==> src/rtl/fbcpu_pkg.sv <==
// FB-CPU shared definitions: opcodes, FSM states, instruction fields.
// Build option: FBCPU_MUL_EN makes opcode E a memory-operand MUL.
package fbcpu_pkg;

  localparam int OP_W = 4;

  localparam logic [3:0] OP_LDA = 4'h0;
  localparam logic [3:0] OP_STA = 4'h1;
  localparam logic [3:0] OP_ADD = 4'h2;
  localparam logic [3:0] OP_SUB = 4'h3;
  localparam logic [3:0] OP_AND = 4'h4;
  localparam logic [3:0] OP_OR  = 4'h5;
  localparam logic [3:0] OP_XOR = 4'h6;
  localparam logic [3:0] OP_NOT = 4'h7;
  localparam logic [3:0] OP_LDI = 4'h8;
  localparam logic [3:0] OP_JMP = 4'h9;
  localparam logic [3:0] OP_JZ  = 4'hA;
  localparam logic [3:0] OP_JN  = 4'hB;
  localparam logic [3:0] OP_SHL = 4'hC;
  localparam logic [3:0] OP_SHR = 4'hD;
  localparam logic [3:0] OP_MUL = 4'hE;
  localparam logic [3:0] OP_HLT = 4'hF;

  typedef enum logic [2:0] {
    S_FETCH,
    S_FWAIT,
    S_DECODE,
    S_OPADDR,
    S_OPWAIT,
    S_EXEC,
    S_STORE,
    S_HALT
  } state_t;

  function automatic logic isMemOp(input logic [3:0] op);
    logic m;
    m = op inside {OP_LDA, OP_ADD, OP_SUB,
                   OP_AND, OP_OR, OP_XOR};
`ifdef FBCPU_MUL_EN
    m = m | (op == OP_MUL);
`endif
    return m;
  endfunction

endpackage

==> src/rtl/fbcpu_alu.sv <==
// FB-CPU accumulator ALU, purely combinational.
// Build option: FBCPU_MUL_EN enables the multiply path.
module fbcpu_alu
  import fbcpu_pkg::*;
#(
  parameter int DATA_WIDTH = 10
) (
  input  logic [3:0]            op,
  input  logic [DATA_WIDTH-1:0] acc,
  input  logic [DATA_WIDTH-1:0] operand,
  output logic [DATA_WIDTH-1:0] result,
  output logic                  isZero,
  output logic                  isNeg
);

  always_comb begin
    result = acc;
    case (op)
      OP_LDA, OP_LDI: result = operand;
      OP_ADD: result = acc + operand;
      OP_SUB: result = acc - operand;
      OP_AND: result = acc & operand;
      OP_OR:  result = acc | operand;
      OP_XOR: result = acc ^ operand;
      OP_NOT: result = ~acc;
      OP_SHL: result = acc << 1;
      OP_SHR: result = acc >> 1;
`ifdef FBCPU_MUL_EN
      OP_MUL: result = acc * operand;
`endif
      default: result = acc;
    endcase
  end

  assign isZero = (acc == '0);
  assign isNeg  = acc[DATA_WIDTH-1];

endmodule

==> src/rtl/fbcpu.sv <==
// FB-CPU multi-cycle accumulator core driving one sync RAM.
// Build option: FBCPU_MUL_EN (opcode E = MUL, else NOP).
module fbcpu
  import fbcpu_pkg::*;
#(
  parameter int ADDRESS_WIDTH = 6,
  parameter int DATA_WIDTH    = 10
) (
  input  logic                     clk,
  input  logic                     rst,
  output logic [DATA_WIDTH-1:0]    MDRIn,
  output logic                     RAMWr,
  output logic [ADDRESS_WIDTH-1:0] MAR,
  input  logic [DATA_WIDTH-1:0]    MDROut,
  output logic [ADDRESS_WIDTH-1:0] PC
);

  localparam int AW = ADDRESS_WIDTH;
  localparam int DW = DATA_WIDTH;

  state_t state, nextState;

  logic [DW-1:0] ir, acc;
  logic [DW-1:0] irD, accD, mdrD;
  logic [AW-1:0] marD, pcD;
  logic          wrD;

  logic [OP_W-1:0] op, decOp;
  logic [AW-1:0]   opa;
  logic [DW-1:0]   operand, aluRes;
  logic            isZero, isNeg, takeJump;

  assign op    = ir[DW-1 -: OP_W];
  assign decOp = MDROut[DW-1 -: OP_W];
  assign opa   = ir[AW-1:0];

  assign operand = isMemOp(op) ? MDROut
                 : {{(DW-AW){1'b0}}, opa};

  fbcpu_alu #(.DATA_WIDTH(DW)) uAlu (
    .op      (op),
    .acc     (acc),
    .operand (operand),
    .result  (aluRes),
    .isZero  (isZero),
    .isNeg   (isNeg)
  );

  assign takeJump = (op == OP_JMP)
                  | ((op == OP_JZ) & isZero)
                  | ((op == OP_JN) & isNeg);

  always_ff @(posedge clk or negedge rst) begin
    if (!rst) state <= S_FETCH;
    else      state <= nextState;
  end

  always_comb begin
    nextState = state;
    unique case (state)
      S_FETCH:  nextState = S_FWAIT;
      S_FWAIT:  nextState = S_DECODE;
      S_DECODE: begin
        unique case (1'b1)
          isMemOp(decOp):    nextState = S_OPADDR;
          (decOp == OP_STA): nextState = S_STORE;
          default:           nextState = S_EXEC;
        endcase
      end
      S_OPADDR: nextState = S_OPWAIT;
      S_OPWAIT: nextState = S_EXEC;
      S_EXEC:   nextState = (op == OP_HLT) ? S_HALT
                                           : S_FETCH;
      S_STORE:  nextState = S_FETCH;
      S_HALT:   nextState = S_HALT;
      default:  nextState = S_FETCH;
    endcase
  end

  always_comb begin
    marD = MAR;
    pcD  = PC;
    irD  = ir;
    accD = acc;
    mdrD = MDRIn;
    wrD  = 1'b0;
    unique case (state)
      S_FETCH:  marD = PC;
      S_DECODE: begin
        irD = MDROut;
        pcD = PC + 1'b1;
      end
      S_OPADDR: marD = opa;
      S_STORE: begin
        marD = opa;
        mdrD = acc;
        wrD  = 1'b1;
      end
      S_EXEC: begin
        if (takeJump) pcD  = opa;
        else          accD = aluRes;
      end
      default: ;
    endcase
  end

  always_ff @(posedge clk or negedge rst) begin
    if (!rst) begin
      MAR   <= '0;
      PC    <= '0;
      ir    <= '0;
      acc   <= '0;
      MDRIn <= '0;
      RAMWr <= 1'b0;
    end else begin
      MAR   <= marD;
      PC    <= pcD;
      ir    <= irD;
      acc   <= accD;
      MDRIn <= mdrD;
      RAMWr <= wrD;
    end
  end

endmodule

==> config.mk <==
export PLATFORM = sky130hd
export DESIGN_NAME = fbcpu
export DESIGN_NICKNAME = d
export VERILOG_FILES = /design/src/rtl/fbcpu_pkg.sv /design/src/rtl/fbcpu_alu.sv /design/src/rtl/fbcpu.sv
export SDC_FILE = /design/constraint.sdc
export NUM_CORES = 1
export LEC_CHECK = 0
export CAP_MARGIN = 20
export CELL_PAD_IN_SITES_DETAIL_PLACEMENT = 1
export CELL_PAD_IN_SITES_GLOBAL_PLACEMENT = 2
export CORE_ASPECT_RATIO = 0.5
export CORE_UTILIZATION = 33
export DETAILED_ROUTE_END_ITERATION = 10
export GPL_ROUTABILITY_DRIVEN = 0
export MAX_ROUTING_LAYER = met4
export PLACE_DENSITY_LB_ADDON = 0.1
export REMOVE_ABC_BUFFERS = 1
export SLEW_MARGIN = 20
export SYNTH_ARGS = -nofsm -noshare
export SYNTH_HDL_FRONTEND = slang
export SYNTH_HIERARCHICAL = 1
export SYNTH_SLANG_ARGS = --single-unit
==> constraint.sdc <==
create_clock -name clk -period 3.57 [get_ports clk]
set_input_delay 0.357 -clock clk [delete_from_list [all_inputs] [get_ports clk]]
set_output_delay 0.357 -clock clk [all_outputs]
set_load 0.005 [all_outputs]
==> impl_metrics.yaml <==
yosys:
  synth_cell_types: 66
  ys.flop_type: "dfrtp_1"
  ys_warn_count: 6
  synth_common_cells: "46 x dfrtp_1, 44 x mux2_2, 31 x ha_1, 30 x nand2_1, 29 x a21oi_1"
  synth_edf_count: 0
  syn_area_mm2: 0.00400
  synth_compound_area_frac: 0.217
  syn_inst: 442
  synth_top_area_frac: 0.288
  synthSimpleGateAreaFrac: 0.162
  synth.most_common_cell: "dfrtp_1"
  synth-xor-area-share: 0.0307
  yosys.area.top_type: "dfrtp_1"
  synth_mux_area_frac: 0.145
  synth-seq-cells: 46
  synth.area.top_cells: "dfrtp_1 29%, mux2_2 12%, ha_1 9.7%"
  synth_top_family_by_area: "compound AO/OA/AOI/OAI gates"
  synth_fa_ha_area_frac: 0.102
  synthArstFlopShare: 1.00
  avgSynthCellArea_um2: 9.05
  ys_seq_area_frac: 0.288
floorplanning:
  die_w_um: 158
  coreArea_mm2: 0.0114
  num_rows: 27
  die_area_mm2: 0.0126
  io_pins: 35
  die-height_um: 79.9
  start_util: 0.351
timing:
  hold_viol: 0
  setup_viol: 0
  whs_ps: 47.9
  period_share: 0.971
  setup_ws_ps: 105
  period_minus_slack_ps: 3470
  max_freq_mhz: 289
  skew_ps: 11.9
  tightestPinTransition_ps: 815
  rsz0062_at_grt: "true"
  setup-tns-final_ps: 0
  drv_slew: 0
  slew-limit-headroom: 0.457
finish:
  nNetsFinal: 539
  stdcell_area_mm2: 0.00494
  drive_gt1_frac: 0.226
  nFillCells: 1296
  syn_to_final_growth_pct: 23.5
  fin_util: 0.434
  final-seq-area_mm2: 0.00115
  multi_input_area_mm2: 0.00272
  finalNonFillerCells: 655
  antenna_cells: 0
global_routing:
  grt_pass1_vias: 3921
  grt_pass1_wl_um: 22000
  grt.total_usage: 0.238
  grt_overflow: 0
  grt_max_degree: 41
  antenna_found_initial: 0
place:
  place_ws_ps: -108
  postPlaceCellArea_mm2: 0.00459
  post-place-cells: 637
  hpwl_um: 9630
  io_buffers: 34
clock_tree:
  clk_latency_ps: 300
  clock_tree.buffer_depth: 2
  clock-sinks: 46
  root_buffer: "clkbuf_16"
  htree_num_levels: 2
  cts_buffers: 5
  path_clk_slew_ps: 80
  ctsHoldBuffers: 0
  cts_tree: "built"
status:
  outcome: "completed"
drt:
  post-route-drc-count: 0
  dr.pass1.iters: 4
  drtIter0Drc: 161
  wl_per_cell_um: 20.7
  ant_nets: 0
  drt_wl_total_um: 13600
  vias: 3724
  via_per_inst: 5.69
critical_path:
  required_ps: 3750
  start_kind: "flop"
  cp-end-kind: "flop"
  r2r-start: "ir[7]"
  cp_max_fo: 7
  critPathLaunch: "ir[7]"
  critical_path_arrival_ps: 3650
  critPathKind: "flop to flop"
power:
  peakVddDrop_uv: 158
  powerDensity_mw_per_mm2: 251
  leakagePower_nw: 2.19
  power_mw: 1.24
job:
  cap_violations: 0
min_path:
  hp-class: "input pin to asynchronous set/reset pin"
==> cell families after synthesis <==
kind of cell | count (synthesis)
adder cells (fa/ha/maj) | 32
multiplexers | 51
AO/OA/AOI/OAI | 128
XOR/XNOR | 14
AND/OR/NAND/NOR | 122
buffers and inverters | 49
flip-flops | 46
==> worst max-delay path, cell delays in order, from the launching register on <==
cell and delay, ps:
dfrtp_1 410, xnor2_2 160, a21oi_4 300, buf_6 150
mux2_4 330, nor4_4 290, a21oi_2 100, xnor2_1 150
ha_1 340, buf_4 160, a221oi_2 250, o21ai_1 120
xnor2_1 230, o22ai_1 100, mux2_4 260
==> placed cells by master, fill, tap and decap left out, types with 15 or more instances in the layout <==
master,n
dfrtp_1,46
o22ai_1,15
nor2_1,27
ha_1,30
inv_1,22
clkdlybuf4s50_1,33
nand2_1,30
buf_4,33
a21oi_1,25
mux2_2,38
o21ai_0,21
==> routing by layer <==
metal	share of wire	vias to the layer above	global-route usage
li1	-	1743	-
met1	0.50	1888	0.324
met2	0.45	81	0.368
met3	0.046	12	0.0456
met4	0.0089	0	0.0466
met5	0	-	-
==> final timing paths <==
| check | end | slack [ps] | depth (start not counted) |
|---|---|---|---|
| max | acc[8] | 100 | 14 |
| min | MDRIn[2] | 50 | 1 |
| max reg2reg | acc[8] | 100 | 14 |
| min reg2reg | MDRIn[0] | 510 | 1 |
| max in group asynchronous | ir[7] | 2710 | 2 |
| min in group clk | MDRIn[0] | 510 | 1 |
==> flip-flops by register name (all words and copies together), names as in the netlist <==
register and flops:
MDRIn 10, state 3, MAR 6, PC 6, ir 10, acc 10, RAMWr 1
==> power by group <==
| part | total [mW] | internal, mW | switching, mW |
|---|---|---|---|
| Combinational | 0.153 | 0.0730 | 0.0804 |
| Clock | 0.568 | 0.332 | 0.236 |
| Sequential | 0.521 | 0.521 | 0 |
==> repair_timing <==
action / in CTS / in global routing
pin swaps: 1 / 9
gates resized for setup: 2 / 23
buffers inserted: 1 / 9
setup endpoints to repair: 4 / 6
==> area by class of cell <==
| type | instances | area share |
|---|---|---|
| well taps | 159 | 0.0403 |
| clock inverters | 2 | 0.00760 |
| clock buffers | 6 | 0.0261 |
| inverters | 26 | 0.0198 |
| repair buffers | 69 | 0.123 |
| multi-input cells | 347 | 0.551 |
| flip-flops and latches | 46 | 0.233 |
Power figures use the tool's default switching activity.
